$ cat src/rtl/op_dispatch_if.sv
// Request/dispatch bundle for op_dispatch_scheduler.
// master = requester/sink side, slave = scheduler side.
interface op_dispatch_if;
  logic [3:0]  req_valid;
  logic [63:0] req_op;
  logic [3:0]  req_ready;
  logic [15:0] idx_op;
  logic        op_strobe;

  modport master (
    output req_valid,
    output req_op,
    input  req_ready,
    input  idx_op,
    input  op_strobe
  );

  modport slave (
    input  req_valid,
    input  req_op,
    output req_ready,
    output idx_op,
    output op_strobe
  );
endinterface

$ cat src/rtl/op_dispatch_scheduler.sv
// Round-robin op arbiter, pending-op FIFO and IDLE/DRIVE/GAP dispatcher.
// Optional DISPATCH_DROP_COUNT_EN adds an 8-bit saturating drop counter.
module op_dispatch_scheduler #(
  parameter int unsigned HOLD_CYCLES = 2,
  parameter int unsigned FIFO_DEPTH  = 4
) (
  input  logic         clk,
  input  logic         rst_n,
  op_dispatch_if.slave bus,
  output logic         busy,
  output logic [2:0]   fifo_count,
  output logic         illegal_pulse
`ifdef DISPATCH_DROP_COUNT_EN
  ,
  output logic [7:0]   drop_cnt
`endif
);

  localparam int unsigned AW =
    (FIFO_DEPTH > 1) ? $clog2(FIFO_DEPTH) : 1;

  typedef enum logic [1:0] {
    IDLE,
    DRIVE,
    GAP
  } state_e;

  state_e      state_q;
  logic [3:0]  hold_q;
  logic [15:0] idx_q;
  logic        strobe_q;
  logic        illegal_q;

  logic [1:0]  rr_q;
  logic [1:0]  rr_d;

  logic [15:0]   mem_q [FIFO_DEPTH];
  logic [AW-1:0] wp_q;
  logic [AW-1:0] wp_d;
  logic [AW-1:0] rp_q;
  logic [AW-1:0] rp_d;
  logic [2:0]    cnt_q;
  logic [2:0]    cnt_d;

  logic        full;
  logic        empty;
  logic [1:0]  cand;
  logic [1:0]  gidx;
  logic        gval;
  logic [3:0]  grant;
  logic [15:0] op_w;
  logic        drop;
  logic        push;
  logic        pop;

  assign full  = (cnt_q == 3'(FIFO_DEPTH));
  assign empty = (cnt_q == 3'd0);

  // Scan from the slot after the last grant; full FIFO or reset blocks all.
  always_comb begin
    cand = rr_q;
    gidx = rr_q;
    gval = 1'b0;
    for (int k = 0; k < 4; k++) begin
      cand = rr_q + 2'(k);
      if (!gval && bus.req_valid[cand]) begin
        gval = 1'b1;
        gidx = cand;
      end
    end
    if (full || !rst_n) begin
      gval = 1'b0;
    end
    grant = gval ? (4'b0001 << gidx) : 4'b0000;
  end

  assign bus.req_ready = grant;

  assign op_w = bus.req_op[{gidx, 4'h0} +: 16];
  assign drop = gval && (gidx != 2'd0) &&
                (op_w[11:8] == 4'hF);
  assign push = gval && !drop;
  assign pop  = !empty &&
                ((state_q == IDLE) || (state_q == GAP));

  assign rr_d = gval ? (gidx + 2'd1) : rr_q;

  always_comb begin
    wp_d = wp_q;
    rp_d = rp_q;
    if (push) begin
      wp_d = (wp_q == AW'(FIFO_DEPTH - 1)) ?
             '0 : wp_q + AW'(1);
    end
    if (pop) begin
      rp_d = (rp_q == AW'(FIFO_DEPTH - 1)) ?
             '0 : rp_q + AW'(1);
    end
    cnt_d = cnt_q;
    unique case ({push, pop})
      2'b10:   cnt_d = cnt_q + 3'd1;
      2'b01:   cnt_d = cnt_q - 3'd1;
      default: cnt_d = cnt_q;
    endcase
  end

  // Payload storage needs no reset: pointers and count gate every read.
  always_ff @(posedge clk) begin
    if (push) begin
      mem_q[wp_q] <= op_w;
    end
  end

  always_ff @(posedge clk or negedge rst_n) begin
    if (!rst_n) begin
      rr_q      <= 2'd0;
      wp_q      <= '0;
      rp_q      <= '0;
      cnt_q     <= 3'd0;
      illegal_q <= 1'b0;
    end else begin
      rr_q      <= rr_d;
      wp_q      <= wp_d;
      rp_q      <= rp_d;
      cnt_q     <= cnt_d;
      illegal_q <= drop;
    end
  end

  always_ff @(posedge clk or negedge rst_n) begin
    if (!rst_n) begin
      state_q  <= IDLE;
      hold_q   <= 4'd0;
      idx_q    <= 16'h0000;
      strobe_q <= 1'b0;
    end else begin
      strobe_q <= 1'b0;
      unique case (state_q)
        IDLE, GAP: begin
          if (pop) begin
            idx_q    <= mem_q[rp_q];
            strobe_q <= 1'b1;
            hold_q   <= 4'(HOLD_CYCLES - 1);
            state_q  <= DRIVE;
          end else begin
            idx_q   <= 16'h0000;
            state_q <= IDLE;
          end
        end
        DRIVE: begin
          if (hold_q == 4'd0) begin
            idx_q   <= 16'h0000;
            state_q <= GAP;
          end else begin
            hold_q <= hold_q - 4'd1;
          end
        end
        default: begin
          idx_q   <= 16'h0000;
          state_q <= IDLE;
        end
      endcase
    end
  end

`ifdef DISPATCH_DROP_COUNT_EN
  logic [7:0] drop_cnt_q;

  always_ff @(posedge clk or negedge rst_n) begin
    if (!rst_n) begin
      drop_cnt_q <= 8'd0;
    end else if (drop && (drop_cnt_q != 8'hFF)) begin
      drop_cnt_q <= drop_cnt_q + 8'd1;
    end
  end

  assign drop_cnt = drop_cnt_q;
`endif

  assign bus.idx_op    = idx_q;
  assign bus.op_strobe = strobe_q;
  assign illegal_pulse = illegal_q;
  assign fifo_count    = cnt_q;
  assign busy          = (state_q != IDLE) || !empty;

endmodule
$ cat src/flat_wrapper.sv
// flat-port wrapper written by rule: the top's interface ports become plain ports
module op_dispatch_scheduler_flat 
#(
  parameter int unsigned HOLD_CYCLES = 2,
  parameter int unsigned FIFO_DEPTH  = 4
)
  (clk, rst_n, busy, fifo_count, illegal_pulse, bus_req_valid, bus_req_op, bus_req_ready, bus_idx_op, bus_op_strobe);
  op_dispatch_if bus_i ();
  input  logic clk;
  input  logic rst_n;
  output logic busy;
  output logic [2:0] fifo_count;
  output logic illegal_pulse;
  input wire logic [$bits(bus_i.req_valid)-1:0] bus_req_valid;
  input wire logic [$bits(bus_i.req_op)-1:0] bus_req_op;
  output wire logic [$bits(bus_i.req_ready)-1:0] bus_req_ready;
  output wire logic [$bits(bus_i.idx_op)-1:0] bus_idx_op;
  output wire logic [$bits(bus_i.op_strobe)-1:0] bus_op_strobe;
  assign bus_i.req_valid = bus_req_valid;
  assign bus_i.req_op = bus_req_op;
  assign bus_req_ready = bus_i.req_ready;
  assign bus_idx_op = bus_i.idx_op;
  assign bus_op_strobe = bus_i.op_strobe;
  op_dispatch_scheduler #(.HOLD_CYCLES(HOLD_CYCLES), .FIFO_DEPTH(FIFO_DEPTH)) u_core (.clk(clk), .rst_n(rst_n), .bus(bus_i), .busy(busy), .fifo_count(fifo_count), .illegal_pulse(illegal_pulse));
endmodule
$ cat config.mk
export PLATFORM = sky130hd
export DESIGN_NAME = op_dispatch_scheduler_flat
export DESIGN_NICKNAME = d
export VERILOG_FILES = /design/src/rtl/op_dispatch_if.sv /design/src/rtl/op_dispatch_scheduler.sv /design/src/flat_wrapper.sv
export SDC_FILE = /design/constraint.sdc
export NUM_CORES = 1
export LEC_CHECK = 0
export CAP_MARGIN = 25
export CORE_UTILIZATION = 45
export DETAILED_ROUTE_END_ITERATION = 12
export GPL_TIMING_DRIVEN = 0
export HOLD_SLACK_MARGIN = 0.08
export PLACE_DENSITY = 0.7
export RECOVER_POWER = 50
export SETUP_SLACK_MARGIN = 0.5
export SYNTH_ARGS = -nofsm -noshare
export SYNTH_HDL_FRONTEND = slang
export SYNTH_SLANG_ARGS = --single-unit
$ cat constraint.sdc
create_clock -name clk -period 4.8 [get_ports clk]
set_input_delay 1.44 -clock clk [delete_from_list [all_inputs] [get_ports clk]]
set_output_delay 1.44 -clock clk [all_outputs]
set_load 0.02 [all_outputs]
### Word-level counts from Yosys, hierarchy flattened

Memories as Yosys holds them, arrays and structs flattened.
Index checks and enable logic that the tools add are counted.

* bits in registers: 33
* RAM bits: 64
* input bits: 70
* logic and storage cells: 94
* memories: 1

Memories
* u_core.mem_q: words 4, width 16, rd ports 1, clocked after Yosys merged registers in 0, wr ports 1, line op_dispatch_scheduler.sv:37 `logic [15:0] mem_q [FIFO_DEPTH];`

* add/subtract/negate cells: 9
* magnitude comparators: 4
* eq/ne operators: 11
* shift operators: 2
* mux-type cells: 33
* reduce and logical (&&, ||, !) cells: 25

Operators with widths (number)
* $shiftx A64 B7 Y16: 1
* $mux W16: 2
* $pmux W16 S2: 1
* $mux W1: 14
* $lt A2 B3 Y1 const B: 4
* $mux W2: 6
* $mux W4: 3
* $add A2 B1 Y2 const B: 4
* $bmux W1 S2: 4
* $eq A2 B2 Y1 const B: 4
* $pmux W4 S2: 1
* $reduce_bool A2 Y1: 4
* $logic_and A1 B1 Y1: 7
* $logic_not A1 Y1: 6
* $pmux W3 S2: 1
* $add A2 B2 Y2 const B: 2
* $eq A2 B1 Y1 const B: 2
* $eq A4 B4 Y1 const B: 1
* $logic_not A4 Y1: 1
* $ne A2 B1 Y1 const B: 2
* $pmux W2 S2: 1
* $shl A1 B2 Y4 const A: 1
* $sub A4 B1 Y4 const B: 1
* $add A3 B1 Y3 const B: 1
* 8 further kinds: 10

### Depth between registers and ports, before layout

* depth after elaboration: 19
* gate-level depth with buffers: 18
* gate-level depth less buffers: 15

### Least setup slack after synthesis

OpenSTA, ideal clock, no wires.

* kind: in2out
* from: input bus_req_valid[2]
* to: output bus_req_ready[0]
* data arrival time: 2.856 ns
* required time: 3.360 ns
* setup slack: 0.504 ns
* cell stages on the path: 9
* cell sequence: nor2b_1 > nor3b_1 > o21a_1 > buf_6 > clkinv_2 > buf_2 > buf_2 > ha_1 > and2_1

* cells in the longest elaborated chain, start to end: 14

Ends and longest elaborated chain
* from (decl): line flat_wrapper.sv:14 `input wire logic [$bits(bus_i.req_valid)-1:0] bus_req_valid;`
* $bmux W1 S2: line op_dispatch_scheduler.sv:66 `if (!gval && bus.req_valid[cand]) begin`
* $mux W1 (implied by the code): line op_dispatch_scheduler.sv:66
* $mux W1: line op_dispatch_scheduler.sv:66
* $logic_not A1 Y1: line op_dispatch_scheduler.sv:66
* $logic_and A1 B1 Y1: line op_dispatch_scheduler.sv:66
* $mux W1: line op_dispatch_scheduler.sv:66
* $logic_not A1 Y1: line op_dispatch_scheduler.sv:66
* $logic_and A1 B1 Y1: line op_dispatch_scheduler.sv:66
* $mux W1: line op_dispatch_scheduler.sv:66
* $logic_not A1 Y1: line op_dispatch_scheduler.sv:66
* $logic_and A1 B1 Y1: line op_dispatch_scheduler.sv:66
* $mux W2 or $mux W1 (tied branches): line op_dispatch_scheduler.sv:66
* $shl A1 B2 Y4 or $mux W1 (tied branches): line op_dispatch_scheduler.sv:74, op_dispatch_scheduler.sv:71
* $mux W4 *: line op_dispatch_scheduler.sv:74 `grant = gval ? (4'b0001 << gidx) : 4'b0000;`
* to (decl): line flat_wrapper.sv:16 `output wire logic [$bits(bus_i.req_ready)-1:0] bus_req_ready;`

Mark *: on every way between the ends. The rest lies on a longest branch, timed or not. The select of a mux whose other input is x is not followed.

### Final worst setup path

* from: input bus_req_valid[0]
* to: output bus_req_ready[0]

The elaborated chain is that of the path after synthesis.

==> run_results.csv <==
group,metric,value,unit
outcome,status,"complete, no violations",
place,place_ws,-0.763,ns
logic_synthesis,async_flop_share,34.0,%
cts,cts_root_buf,"clkbuf_8",
cts,cts_sinks,97,
cells_and_area,fin_cells,596,
sta,tightest_slew,0.818,ns
logic_synthesis,post-synth-top-count-cell,"nand2_1",
logic_synthesis,yosysWarningCount,0,
sta,relSlewSlack,45.5,%
routing,detail-route-antenna-nets,0,
cts,clk_latency,0.36,ns
global_route,grt_pass1_wl,14.9,mm
sta,setup_slack,0.316,ns
routing,drtPass1Iterations,4,
hold_path,hp-class,"flip-flop to flip-flop",
cts,cts_tree,"yes",
logic_synthesis,synth-seq-cells,97,
routing,dr.first_iter.drc_count,137,
worst_setup_path,worstPathMaxFanout,4,
routing,totalWireLength,9.41,mm
worst_setup_path,startpoint_type,"primary input",
logic_synthesis,synth.top_cell.area_share,42.7,%
hold_path,min_from,"u_core.bus.idx_op[0]",
global_route,grt_start_max_net_pins,36,
worst_setup_path,path_class,"primary input to output pin",
cells_and_area,syn2layout_area_growth,34.4,%
cells_and_area,fill_cells,770,
routing,drc,0,
logic_synthesis,synth-edff-count,64,
die,core,0.00973,mm2
worst_setup_path,worstRegToRegCells,15,
cts,htree_num_levels,3,
logic_synthesis,seq_area_frac_synth,61.1,%
cts,cts_inserted_buffers,9,
global_route,antenna_found_initial,0,
cts,hold_buffers,0,
die,dieHeight,102,um
sta,fin_crit_sh,93.4,%
logic_synthesis,synthCells,342,
routing,dr_total_vias,3053,
cells_and_area,layout-drive-gt1-share,17.3,%
power_and_ir_drop,power_density,615,mW/mm2
place,place_congestion,0.890,
die,ioPinCount,96,
die,dieArea,0.0104,mm2
die,start_util,46.2,%
routing,wl_per_cell,15.8,um
logic_synthesis,synth_top_flop_cell,"edfxtp_1",
sta,finalCriticalPeriod,4.48,ns
worst_setup_path,rr_endpoint,"u_core.fifo_count[2]",
routing,vias_per_cell,5.12,
hold_path,whs_endpoint,"u_core.bus.idx_op[0]",
worst_setup_path,r2r-start,"u_core.rr_q[0]",
global_route,track_usage,19.4,%
worst_setup_path,cp.arrival,3.04,ns
cells_and_area,diodes,0,
sta,setup_viol,0,
power_and_ir_drop,max-vdd-ir-drop,226,uV
place,numPlacedInstances,570,
die,num_rows,36,
cts,clock_path_buffers,2,
cts,path_clk_slew,0.09,ns
logic_synthesis,synth_commonest_cells,"nand2_1 (76), edfxtp_1 (64), dfrtp_1 (33), a22o_1 (17)",
logic_synthesis,synth.area.top_cells,"edfxtp_1 (43%), dfrtp_1 (18%), mux4_2 (8.0%)",
global_route,gr-total-overflow,0,
die,die_w,102,um
logic_synthesis,ys_types,40,
sta,timing.final.max_slew_violations,0,
worst_setup_path,regToRegSetupSlack,1.29,ns
logic_synthesis,synth_area_leader_cell,"edfxtp_1",
cells_and_area,nets,541,
job,maxCapViolations,0,
place,io_buffers,95,
sta,hold_viol_final,0,
place,hpwlAfterDp,6.73,mm
logic_synthesis,syn_avg_cell_area,13.2,um2
power_and_ir_drop,p_total,3.72,mW
worst_setup_path,end_kind,"output pin",
power_and_ir_drop,leakage,2.39,nW
worst_setup_path,critPathRequiredTime,3.36,ns
sta,fin_skew,0.00436,ns
logic_synthesis,syn_nets,425,
global_route,grt_pass1_vias,2944,
sta,clock.fmax,223,MHz
logic_synthesis,synth.cell_area,0.00450,mm2
hold_path,hold_depth,1,
sta,rsz0062_at_grt,"true",
cells_and_area,fin_util,62.1,%
[metrics by stage]
step	instance area (um2)	TNS [ns]	hold slack (ns)
after floorplan	4500	0	0.462
after global placement	5620	-24.15	0.491
after detailed placement	5610	-24.53	0.495
after CTS	6030	0	0.515
after global routing	6040	0	0.522
final	6040	0	0.507
[state kept, by name, indices dropped and copies added (netlist names)]
signal,cells
u_core.mem_q,64
u_core.bus.idx_op,16
u_core.hold_q,4
u_core.fifo_count,3
u_core.rp_q,2
u_core.rr_q,2
u_core.state_q,2
u_core.wp_q,2
u_core.bus.op_strobe,1
u_core.illegal_pulse,1
[layer usage]
layer | global-route usage [%] | vias up | share of wire [%]
li1 | - | 1480 | -
met2 | 30.9 | 115 | 47
met5 | 0 | - | 0
met4 | 8.68 | 0 | 1.4
met3 | 3.15 | 11 | 6.1
met1 | 26.4 | 1447 | 46
[placed cells by master, fill, tap and decap left out, drive strengths merged, types with 8 or more instances in the layout]
cell           synthesis  layout
ha                    12      12
buf                    6      20
clkdlybuf4s50          0      64
clkbuf                12      26
edfxtp                64      64
mux4                  16      16
dfrtp                 33      33
nor2                  16      16
nand2                 76      76
and2                   8       8
inv                   10      10
a31oi                 15      15
a22o                  17      17
and3                  15      15
dlygate4sd3            0      22
[cell families (layout without fill, tap and decap cells)]
family / after synthesis / count (layout) / synth area share [%]
and+or+nand+nor: 132 / 132 / 13.2
muxes: 22 / 22 / 9.62
xor gates and xnor gates: 5 / 5 / 0.974
adders and majority gates: 13 / 13 / 3.78
AOI/OAI and AO/OA: 44 / 44 / 8.37
buffers and inverters: 29 / 150 / 2.98
DFF: 97 / 97 / 61.1
[worst max-delay path by stage]
| stage | start | end | slack (ns) | cells past startpoint |
|---|---|---|---|---|
| finish | bus_req_valid[0] | bus_req_ready[0] | 0.32 | 11 |
| global route | bus_req_valid[2] | bus_req_ready[0] | 0.25 | 11 |
| CTS | bus_req_valid[0] | bus_req_ready[1] | 0.50 | 10 |
| detailed placement | bus_req_valid[3] | bus_req_ready[3] | -0.76 | 9 |
| global placement | rst_n | bus_req_ready[3] | -0.87 | 4 |
| floorplan | bus_req_valid[2] | bus_req_ready[0] | 0.50 | 9 |
[worst max-delay path, cell delays in order]
cell and delay (ns):
buf_4 0.13, nor2b_4 0.12, nor3b_2 0.15, o21a_1 0.14
clkbuf_1 0.31, clkinv_8 0.09, buf_8 0.13, buf_8 0.12
ha_4 0.15, and2_4 0.14, buf_6 0.12
[report_power, final]
| group | switching (mW) | total, mW | internal, mW |
|---|---|---|---|
| clock | 0.274 | 0.565 | 0.292 |
| sequential | 0.119 | 1.40 | 1.28 |
| combinational | 0.946 | 1.76 | 0.813 |
[final cells by class]
class / instances / area (um2) / share of cell area, %
Inverter: 11 / 53.8 / 0.890
Clock buffer: 9 / 124 / 2.05
Multi-Input combinational cell: 216 / 1670 / 27.7
Clock inverter: 7 / 95.1 / 1.57
Tap cell: 133 / 166 / 2.75
Timing Repair Buffer: 105 / 1020 / 16.9
Sequential cell: 97 / 2750 / 45.5
Buffer: 18 / 160 / 2.65
[timing repair]
item,CTS,global route
cloned,0,0
endpoints found under the setup margin,70,4
endpoints found under the hold margin,0,0
resized for setup,77,9
pin swaps,4,5
buffers inserted,8,2
Note: power is estimated with default switching activity, not from simulation.
